### config.mk
export PLATFORM = sky130hd
export DESIGN_NAME = vote_monitor
export DESIGN_NICKNAME = d
export VERILOG_FILES = /design/src/rtl/vote_pkg.sv /design/src/rtl/vote_debounce.sv /design/src/rtl/vote_monitor.sv
export SDC_FILE = /design/constraint.sdc
export NUM_CORES = 1
export LEC_CHECK = 0
export BUFFER_PORTS_ARGS = -buffer_cell sky130_fd_sc_hd__buf_2
export CAP_MARGIN = 10
export CORE_UTILIZATION = 40
export DETAILED_ROUTE_END_ITERATION = 12
export PLACE_DENSITY = 0.62
export REMOVE_ABC_BUFFERS = 1
export SYNTH_ARGS = -nofsm -noshare
export SYNTH_HDL_FRONTEND = slang
export SYNTH_SLANG_ARGS = --single-unit
export TNS_END_PERCENT = 20
### constraint.sdc
create_clock -name clk -period 4 [get_ports clk]
set_clock_uncertainty 0.15 [all_clocks]
set_input_delay 1 -clock clk [delete_from_list [all_inputs] [get_ports clk]]
set_output_delay 1 -clock clk [all_outputs]
set_load 0.01 [all_outputs]
### src/rtl/vote_pkg.sv
// Shared types and constants for the vote monitor: FSM states, majority
// threshold and error-flag bit positions.
package vote_pkg;

  typedef enum logic [1:0] {IDLE, STABLE, FILTER} state_t;

  localparam int unsigned MAJ_THRESH = 3;
  localparam int unsigned ERR_SOMIN  = 0;
  localparam int unsigned ERR_POMAX  = 1;

  function automatic logic [2:0] popcount4(input logic [3:0] v);
    return 3'(v[0]) + 3'(v[1]) + 3'(v[2]) + 3'(v[3]);
  endfunction

endpackage

### src/rtl/vote_debounce.sv
// Debounce FSM: pass follows raw only after DEB_CYCLES consecutive enabled
// samples disagree with it; reports each confirmed 0->1 toggle.
module vote_debounce
  import vote_pkg::*;
#(
  parameter int unsigned DEB_CYCLES = 4
) (
  input  logic clk,
  input  logic rst,
  input  logic en_i,
  input  logic clr_i,
  input  logic raw_i,
  output logic pass_o,
  output logic busy_o,
  output logic rise_o
);

  localparam logic [4:0] DebLim = 5'(DEB_CYCLES);

  state_t     state_q, state_d;
  logic [3:0] cnt_q, cnt_d;
  logic       pass_q, pass_d;
  logic       busy_q;
  logic [4:0] cnt_inc;

  assign cnt_inc = {1'b0, cnt_q} + 5'd1;

  always_comb begin
    state_d = state_q;
    cnt_d   = cnt_q;
    pass_d  = pass_q;
    rise_o  = 1'b0;
    if (clr_i) begin
      state_d = IDLE;
      cnt_d   = '0;
      pass_d  = 1'b0;
    end else if (en_i) begin
      unique case (state_q)
        IDLE: begin
          pass_d  = raw_i;
          state_d = STABLE;
        end
        STABLE: begin
          if (raw_i != pass_q) begin
            if (DebLim == 5'd1) begin
              pass_d = raw_i;
              rise_o = raw_i;
            end else begin
              state_d = FILTER;
              cnt_d   = 4'd1;
            end
          end
        end
        FILTER: begin
          if (raw_i == pass_q) begin
            // Glitch shorter than the debounce window: drop it.
            cnt_d   = '0;
            state_d = STABLE;
          end else if (cnt_inc == DebLim) begin
            pass_d  = raw_i;
            rise_o  = raw_i;
            cnt_d   = '0;
            state_d = STABLE;
          end else begin
            cnt_d = cnt_inc[3:0];
          end
        end
        default: state_d = IDLE;
      endcase
    end
  end

  always_ff @(posedge clk or posedge rst) begin
    if (rst) begin
      state_q <= IDLE;
      cnt_q   <= '0;
      pass_q  <= 1'b0;
      busy_q  <= 1'b0;
    end else begin
      state_q <= state_d;
      cnt_q   <= cnt_d;
      pass_q  <= pass_d;
      busy_q  <= (state_d == FILTER);
    end
  end

  assign pass_o = pass_q;
  assign busy_o = busy_q;

endmodule

### src/rtl/vote_monitor.sv
// Majority-vote monitor: cross-checks upstream SOP/POS results against a
// golden popcount, debounces the SOP result and counts confirmed rises.
module vote_monitor
  import vote_pkg::*;
#(
  parameter int unsigned DEB_CYCLES = 4,
  parameter int unsigned CNT_W      = 8
) (
  input  logic             clk,
  input  logic             rst,
  input  logic             en,
  input  logic             clr,
  input  logic [3:0]       abcd,
  input  logic             somin,
  input  logic             pomax,
  output logic             pass,
  output logic [CNT_W-1:0] rise_cnt,
  output logic [1:0]       err_code,
  output logic             err,
  output logic             busy
);

  logic             golden;
  logic             rise;
  logic [1:0]       err_code_q, err_code_d;
  logic             err_q;
  logic [CNT_W-1:0] rise_cnt_q, rise_cnt_d;

  assign golden = (popcount4(abcd) >= 3'(MAJ_THRESH));

  vote_debounce #(
    .DEB_CYCLES(DEB_CYCLES)
  ) u_debounce (
    .clk   (clk),
    .rst   (rst),
    .en_i  (en),
    .clr_i (clr),
    .raw_i (somin),
    .pass_o(pass),
    .busy_o(busy),
    .rise_o(rise)
  );

  always_comb begin
    err_code_d = err_code_q;
    rise_cnt_d = rise_cnt_q;
    if (clr) begin
      err_code_d = '0;
      rise_cnt_d = '0;
    end else if (en) begin
      err_code_d[ERR_SOMIN] = err_code_q[ERR_SOMIN] | (somin != golden);
      err_code_d[ERR_POMAX] = err_code_q[ERR_POMAX] | (pomax != golden);
      if (rise && (rise_cnt_q != '1)) rise_cnt_d = rise_cnt_q + 1'b1;
    end
  end

  always_ff @(posedge clk or posedge rst) begin
    if (rst) begin
      err_code_q <= '0;
      err_q      <= 1'b0;
      rise_cnt_q <= '0;
    end else begin
      err_code_q <= err_code_d;
      err_q      <= |err_code_d;
      rise_cnt_q <= rise_cnt_d;
    end
  end

  assign err_code = err_code_q;
  assign err      = err_q;
  assign rise_cnt = rise_cnt_q;

endmodule
==> out/summary.txt, run 1 <==
CP Class = primary input to flop
Final setup viols = 0
count of flip-flops with a built-in enable after synthesis = 0
maxcap violations = 0
Leak = 0.000612 uW
drt drc = 0
most common cell after layout, fill and taps aside = buf_2
Post CTS Setup Buffer Count = 0
DRT iter0 DRCs = 14
die height = 54.9 um
num ports = 23
P&R area growth vs syn = 13.2%
Routed WL = 2210 um
Die ar. = 3020 um2
Area contributors post-synth = dfrtp_1, a21oi_1, ha_1
Setup crit start kind = primary input
Die Wd = 54.9 um
Hold Crit Start = u_debounce.cnt_q[1]$_DFFE_PP0P_
Yosys reg bits = 19
average wire per standard cell = 13.5 um
power after layout = 366 uW
H-tree depth = 1
Clock Sinks = 19
reg2reg end = rise_cnt[5]$_DFFE_PP0P_
post-synthesis mux area share = 2.91%
final net count = 150
Pins Over Slew Limit = 0
sequential-to-total area share from yosys stat = 42.5%
CTS buffer count = 3
Synth Cell Area = 1120 um2
Slew @ Worst Pin = 0.906 ns
ys flop type = dfrtp_1
CTS Root Cell = clkbuf_4
CTS tree = done
antenna cells = 0
CP Data Required Time = 4.03 ns
initial antenna violation count = 0
fill count = 265
Cell variety after synth = 41
DR pass1 iterations = 4
GRT Overall Usage = 17.4%
share of cells above drive strength 1 = 24.6%
CTS Buffer Depth = 2
via count = 938
share of the synthesized area in the top cell type = 42.5%
peak supply drop = 0.153 mV
Rows = 18
Period Utilization, post-route = 69.3%
synth warn = 0
Placer Congestion = 0.725
worst relative slew slack = 39.4%
register area = 475 um2
CP endpoint kind = flop
FF-to-FF setup slack = 1.72 ns
Critical path origin = abcd[0]
fmax = 361 MHz
TNS Setup = 0 ns
FF-to-FF Start = u_debounce.cnt_q[0]$_DFFE_PP0P_
Synth Area in XOR/XNOR = 3.80%
Post-DP HPWL = 1590 um
WHS Path Cells = 1
hold endpoint = u_debounce.cnt_q[1]$_DFFE_PP0P_
port bufs = 22
Hold Fails Final Rpt = 0
first-pass GRT wire length = 3630 um
initial core utilization = 43.6%
ANT nets after route = 0
maximum number of pins on one net before global-route repair = 20
Compound-Gate Fraction of Synth Area = 18.1%
syn avg cell area = 9.82 um2
worst-path fanout max = 2
vias per std cell = 5.72
FF-to-FF path depth = 5
Power Dens Cells = 289 nW/um2
worst hold path class = flop to flop
area occupied by multi-input gates = 588 um2
Post-CTS Resized = 0
core region area = 2570 um2
Post-synth ARST share = 100%
commonest non-fill, non-tap cells in the layout = buf_2, dfrtp_1, a21oi_1
CTS hold repair buffers = 0
Arr. time, crit path = 2.81 ns
vias in the first global route = 853
Yosys top cell by area = dfrtp_1
Clock Latency Late Sink = 0.30 ns
status = finished, final reports clean
unrepaired setup endpoints after global routing = no
main combinational cell family by area after synthesis = simple AND/OR/NAND/NOR gates
total grt overflow = 0
post-layout min period = 2.77 ns
adder-cell share of the synthesized area = 6.26%
Mapped Cells = 114
Post-Synth Simple-Gate Area = 21.5%
Clock Pin Slew Worst Setup and Hold Paths = 0.11 ns
through the flow:
stage,area (um2),std cells,worst slack [ns],utilization [%],hold WS (ns)
2_1_floorplan,1090,108,1.15,-,0.333
3_3_place_gp,1240,160,1.02,48.3,0.352
3_5_place_dp,1240,160,0.896,48.3,0.358
4_1_cts,1270,164,1.23,49.4,0.385
5_1_grt,1270,164,1.11,49.4,0.412
6_report,1270,164,1.23,49.4,0.381
registers in the layout (all words and copies together), names as in the netlist:
signal / flops
err: 1
err_code: 2
rise_cnt: 8
u_debounce.busy_o: 1
u_debounce.cnt_q: 4
u_debounce.pass_o: 1
u_debounce.state_q: 2
worst max-delay path by stage:
| stage | endpoint | slack, ns |
|---|---|---|
| 2_1_floorplan | err$_DFF_PP0_ | 1.15 |
| 3_3_place_gp | err$_DFF_PP0_ | 1.02 |
| 3_5_place_dp | err$_DFF_PP0_ | 0.90 |
| 4_1_cts | err$_DFF_PP0_ | 1.23 |
| 5_1_grt | err$_DFF_PP0_ | 1.11 |
| 6_report | err$_DFF_PP0_ | 1.23 |
worst max-delay path, stage by stage:
cell,delay (ns)
buf_2,0.07
inv_1,0.04
fa_1,0.52
inv_1,0.04
ha_1,0.16
ha_1,0.27
a21oi_1,0.28
xnor2_1,0.12
a21oi_1,0.22
a21oi_1,0.09
synth_stat cells (2+ instances only):
| cell type | instances |
|---|---|
| a21oi_1 | 14 |
| buf_2 | 2 |
| clkbuf_1 | 3 |
| dfrtp_1 | 19 |
| ha_1 | 4 |
| inv_1 | 8 |
| mux2_2 | 2 |
| nand2_1 | 3 |
| nand3_1 | 6 |
| nand3b_1 | 2 |
| nor2_1 | 6 |
| nor2b_1 | 3 |
| o21ai_0 | 2 |
| o21bai_1 | 2 |
| o31ai_1 | 6 |
| or4_1 | 5 |
| xnor2_1 | 3 |
cell families after synthesis:
group	after synthesis
compound gates	31
flops	19
mux	3
simple gates	38
buf+inv	14
fa+ha+maj	5
xor+xnor	4
routing by layer:
metal / vias to the layer above / global-route usage [%] / part of all wire (%)
met4: 0 / 5.83 / 0.68
li1: 457 / - / -
met1: 460 / 20.8 / 44
met5: - / 0 / 0
met2: 19 / 29.1 / 51
met3: 2 / 5.74 / 4.0
layout make-up:
cell class,count,share of cell area (%)
clock buffer,4,2.07
timing repair buffer,22,8.69
multi-input combinational,81,46.4
inverter,8,2.37
sequential,19,37.5
tap,30,2.96
where the power goes:
| part | internal (uW) | switching, uW |
|---|---|---|
| clock network | 38.9 | 61.4 |
| registers | 200 | 6.04 |
| logic | 25.5 | 35.0 |
| total | 264 | 102 |
Note: power is estimated with default switching activity, not from simulation.
==> run 2, diff against run 1 <==
Clock period 4 ns to 2.8 ns, I/O delays scaled along.
==> run 2 against run 1 <==
Clock power up 43%. Critical path type unchanged. Worst hold slack worse by 0.027 ns. Register-to-register slack worse by 1.2 ns. Cell count up 1.2%. Worst setup slack worse by 0.87 ns. First-iteration DRC count unchanged. Highest routed layer unchanged. Clock-buffer cell count unchanged. Flip-flop and latch count unchanged. Design area up 1.2%. Global-route usage down 0.32 points. Sequential power up 43%.
==> out/summary.txt, run 2 (same netlist as run 1, synthesis figures left out) <==
status = finished, final reports clean
Hold Fails Final Rpt = 0
worst-path fanout max = 2
TNS Setup = 0 ns
ANT nets after route = 0
num ports = 23
H-tree depth = 1
Final setup viols = 0
CTS Buffer Depth = 2
CTS Root Cell = clkbuf_4
maxcap violations = 0
Arr. time, crit path = 2.48 ns
Int Pwr = 380 uW
fill count = 251
combinational share of power = 16.9%
Pins Over Slew Limit = 0
average wire per standard cell = 13.7 um
core region area = 2570 um2
peak supply drop = 0.251 mV
sw frac = 27.9%
CTS hold repair buffers = 0
total grt overflow = 0
Setup crit start kind = primary input
worst hold path class = primary input to asynchronous set/reset pin
final hold slack = 0.354 ns
initial core utilization = 43.6%
port bufs = 22
Clock Sinks = 19
antenna cells = 0
initial antenna violation count = 0
Post-CTS Resized = 0
most common cell after layout, fill and taps aside = buf_2
Die ar. = 3020 um2
via count = 929
CP endpoint kind = flop
number of flip-flops in the largest register = 8
crit path cell chain = buf_2 > inv_1 > fa_1 > inv_1 > ha_1 > ha_1 > a21oi_1 > xnor2_1 > a21oi_1 > a21oi_1
Layout Cell Area excl Fill = 1280 um2
Placed Area = 1260 um2
Slowest cell on crit path = fa_1
commonest non-fill, non-tap cells in the layout = buf_2, dfrtp_1, a21oi_1
final core utilization = 50.0%
Post CTS Setup Buffer Count = 0
Placer Congestion = 0.746
cell with the most instances on the worst path = a21oi_1
maximum number of pins on one net before global-route repair = 20
Slew @ Worst Pin = 0.893 ns
Die Wd = 54.9 um
first-pass GRT wire length = 3590 um
sw power = 147 uW
GRT Overall Usage = 17.1%
die height = 54.9 um
CTS buffer count = 3
DR pass1 iterations = 4
vias in the first global route = 808
unrepaired setup endpoints after global routing = no
drt drc = 0
Routed WL = 2270 um
sequential power share = 55.9%
DRT iter0 DRCs = 14
post-layout min period = 2.44 ns
Rows = 18
max incr delay on CP = 0.52 ns
Clock Pin Slew Worst Setup and Hold Paths = 0.11 ns
CTS tree = done
Leak = 0.000622 uW
share of cells above drive strength 1 = 25.7%
P&R area growth vs syn = 14.5%
Power Dens Cells = 411 nW/um2
Clock Latency Late Sink = 0.30 ns
CP Data Required Time = 2.84 ns
vias per std cell = 5.60
worst relative slew slack = 40.2%
final net count = 152
Post-DP HPWL = 1600 um
Clk pwr share = 27.2%
CP Class = primary input to flop
fmax = 410 MHz
Period Utilization, post-route = 87.1%
[run 2: cell count changes in the layout (fill, tap and decap cells not counted), sizes merged]
cell  delta
buf      +2
[run 2: worst max-delay path: cells and delay by family]
| family | cells | cell delay [ns] |
|---|---|---|
| adders and majority gates | 3 | 0.95 |
| AOI/OAI and AO/OA | 3 | 0.55 |
| buffers and inverters | 3 | 0.16 |
| xor gates and xnor gates | 1 | 0.10 |
[run 2: power groups by stage]
stage               combinational (uW)  sequential (uW)  clock [uW]
CTS                               90.9              294         152
global route                       103              296         160
global placement                  87.3              299           0
finish                            89.0              295         143
floorplan                         52.2              302           0
detailed placement                90.2              299           0
[run 2: routing by layer]
metal | global-route usage [%] | wire (um)
met1 | 23.5 | 1130
met2 | 26.5 | 1050
met3 | 2.46 | 57
met4 | 7.50 | 30
met5 | 0 | 0
[run 2: cell type report]
type                       instances  area [um2]  share of cell area, %
inverter                           8        30.0                   2.34
timing repair buffer              24         125                   9.76
sequential                        19         475                   37.1
tap                               30        37.5                   2.93
clock buffer                       4        26.3                   2.05
multi-input combinational         81         588                   45.9
[run 2: worst paths after layout]
kind / start / to / slack (ns) / cells past startpoint
setup / recovery: abcd[0] / err$_DFF_PP0_ / 0.36 / 10
hold reg to reg: u_debounce.cnt_q[1]$_DFFE_PP0P_ / u_debounce.cnt_q[1]$_DFFE_PP0P_ / 0.38 / 1
hold / removal: rst / err_code[0]$_DFF_PP0_ / 0.35 / 2
max in group asynchronous: rst / rise_cnt[0]$_DFFE_PP0P_ / 1.68 / 2
min in group clk: u_debounce.cnt_q[1]$_DFFE_PP0P_ / u_debounce.cnt_q[1]$_DFFE_PP0P_ / 0.38 / 1
setup reg to reg: u_debounce.cnt_q[0]$_DFFE_PP0P_ / rise_cnt[5]$_DFFE_PP0P_ / 0.51 / 5
[run 2: through the flow]
step	setup slack [ns]	std cells	power (uW)
floorplan	0.245	108	354
global placement	0.133	162	386
detailed placement	0.0379	162	390
CTS	0.358	166	537
global route	0.212	166	559
finish	0.361	166	527
==> run 3, diff against run 2 <==
Settings changed: CELL_PAD_IN_SITES_DETAIL_PLACEMENT set to 0, CELL_PAD_IN_SITES_GLOBAL_PLACEMENT set to 2, CORE_UTILIZATION 40 to 33, PLACE_DENSITY 0.62 to 0.79.
==> run 3 against run 2 <==
Design area grew 1.4%. Clock power shrank 3%. Non-clock buffer count is the same. Sequential power is essentially flat. Combinational power is essentially flat. Sequential share of layout area shrank 0.50 points. Via count grew 0.54%. Cell count grew 8.4%. Critical path depth is the same. Critical path type unchanged.
==> out/summary.txt, run 3 (same netlist as run 1, synthesis figures left out) <==
status = finished, final reports clean
fmax = 409 MHz
Final setup viols = 0
drt drc = 0
Rows = 20
worst relative slew slack = 38.6%
fill count = 324
final core utilization = 41.6%
max incr delay on CP = 0.54 ns
maxcap violations = 0
CTS hold repair buffers = 0
GRT Overall Usage = 15.4%
unrepaired setup endpoints after global routing = no
initial core utilization = 35.8%
ANT nets after route = 0
Power Dens Cells = 401 nW/um2
FF-to-FF Start = u_debounce.cnt_q[0]$_DFFE_PP0P_
vias per std cell = 5.19
die height = 60.3 um
Clock Sinks = 19
P&R area growth vs syn = 16.1%
FF-to-FF setup slack = 0.55 ns
Post-CTS Resized = 0
FF-to-FF path depth = 5
Clock Pin Slew Worst Setup and Hold Paths = 0.11 ns
Pins Over Slew Limit = 0
CTS buffer count = 3
CP endpoint kind = flop
DRT iter0 DRCs = 30
Arr. time, crit path = 2.47 ns
number of flip-flops in the largest register = 8
first-pass GRT wire length = 4240 um
vias in the first global route = 930
initial antenna violation count = 0
Clock Latency Late Sink = 0.29 ns
peak supply drop = 0.210 mV
crit path cell chain = buf_2 > inv_1 > fa_1 > inv_1 > ha_1 > ha_1 > a21oi_1 > xnor2_1 > a21oi_1 > a21oi_1
CP Data Required Time = 2.83 ns
worst hold path class = primary input to asynchronous set/reset pin
Post-DP HPWL = 1660 um
post-layout min period = 2.44 ns
Setup crit start kind = primary input
DR pass1 iterations = 4
Die Wd = 60.3 um
crit path capture = err$_DFF_PP0_
cell with the most instances on the worst path = a21oi_1
CP bufs+invs = 3
average wire per standard cell = 12.7 um
Final WS setup = 0.357 ns
final hold slack = 0.369 ns
via count = 934
Leak = 0.000622 uW
H-tree depth = 1
CTS Root Cell = clkbuf_4
commonest non-fill, non-tap cells in the layout = buf_2, dfrtp_1, a21oi_1
TNS Setup = 0 ns
CP Depth = 10
antenna cells = 0
most common cell after layout, fill and taps aside = buf_2
CP Class = primary input to flop
Hold Fails Final Rpt = 0
total grt overflow = 0
Slowest cell on crit path = fa_1
Slew @ Worst Pin = 0.917 ns
pre-CTS setup slack = 0.0371 ns
reg2reg end = rise_cnt[5]$_DFFE_PP0P_
CTS Buffer Depth = 2
Placer Congestion = 0.710
final net count = 152
Critical path origin = abcd[0]
num ports = 23
CP delay by family, top = adder cells
maximum number of pins on one net before global-route repair = 20
CTS tree = done
share of cells above drive strength 1 = 25.7%
core region area = 3130 um2
Die ar. = 3630 um2
Routed WL = 2290 um
worst-path fanout max = 2
port bufs = 22
Post CTS Setup Buffer Count = 0
Period Utilization, post-route = 87.2%
[run 3: layer usage]
metal | routed length (um) | global-route usage, % | up-vias
met2 | 1110 | 25.3 | 12
met4 | 10 | 4.98 | 0
met5 | 0 | 0 | -
met3 | 61 | 1.95 | 2
met1 | 1110 | 20.8 | 462
li1 | - | - | 458
[run 3: worst min path at each step]
| stage | slack (ns) | startpoint | end | cells past startpoint |
|---|---|---|---|---|
| finish | 0.37 | rst | rise_cnt[4]$_DFFE_PP0P_ | 2 |
| global route | 0.40 | err_code[0]$_DFF_PP0_ | err_code[0]$_DFF_PP0_ | 2 |
| floorplan | 0.33 | u_debounce.cnt_q[1]$_DFFE_PP0P_ | u_debounce.cnt_q[1]$_DFFE_PP0P_ | 1 |
| global placement | 0.35 | err_code[0]$_DFF_PP0_ | err_code[0]$_DFF_PP0_ | 2 |
| detailed placement | 0.35 | u_debounce.cnt_q[1]$_DFFE_PP0P_ | u_debounce.cnt_q[1]$_DFFE_PP0P_ | 1 |
| CTS | 0.38 | u_debounce.cnt_q[1]$_DFFE_PP0P_ | u_debounce.cnt_q[1]$_DFFE_PP0P_ | 1 |
[run 3: stage by stage]
stage,instances,instance area [um2],power (uW)
after global routing,180,1300,558
after floorplan,108,1090,354
after global placement,176,1270,388
after CTS,180,1300,532
final,180,1300,521
after detailed placement,176,1270,391
[run 3: cell type report]
class | count | area, um2 | area share (%)
Tap cell | 44 | 55.1 | 4.23
Timing Repair Buffer | 24 | 125 | 9.62
Inverter | 8 | 30.0 | 2.31
Multi-Input combinational cell | 81 | 588 | 45.2
Sequential cell | 19 | 475 | 36.6
Clock buffer | 4 | 26.3 | 2.02
[run 3: power breakdown]
| group | switching [uW] | internal (uW) | total (uW) |
|---|---|---|---|
| Clock | 82.2 | 55.3 | 138 |
| Combinational | 49.7 | 39.5 | 89.2 |
| Sequential | 9.05 | 285 | 294 |
| Total | 141 | 380 | 521 |
[run 3: worst register-to-register path, stage by stage (launching register included)]
cell and delay (ns):
dfrtp_1 0.40, ha_1 0.20, nor3b_2 0.26, o211ai_1 0.41, nor4_1 0.36, mux2_2 0.37
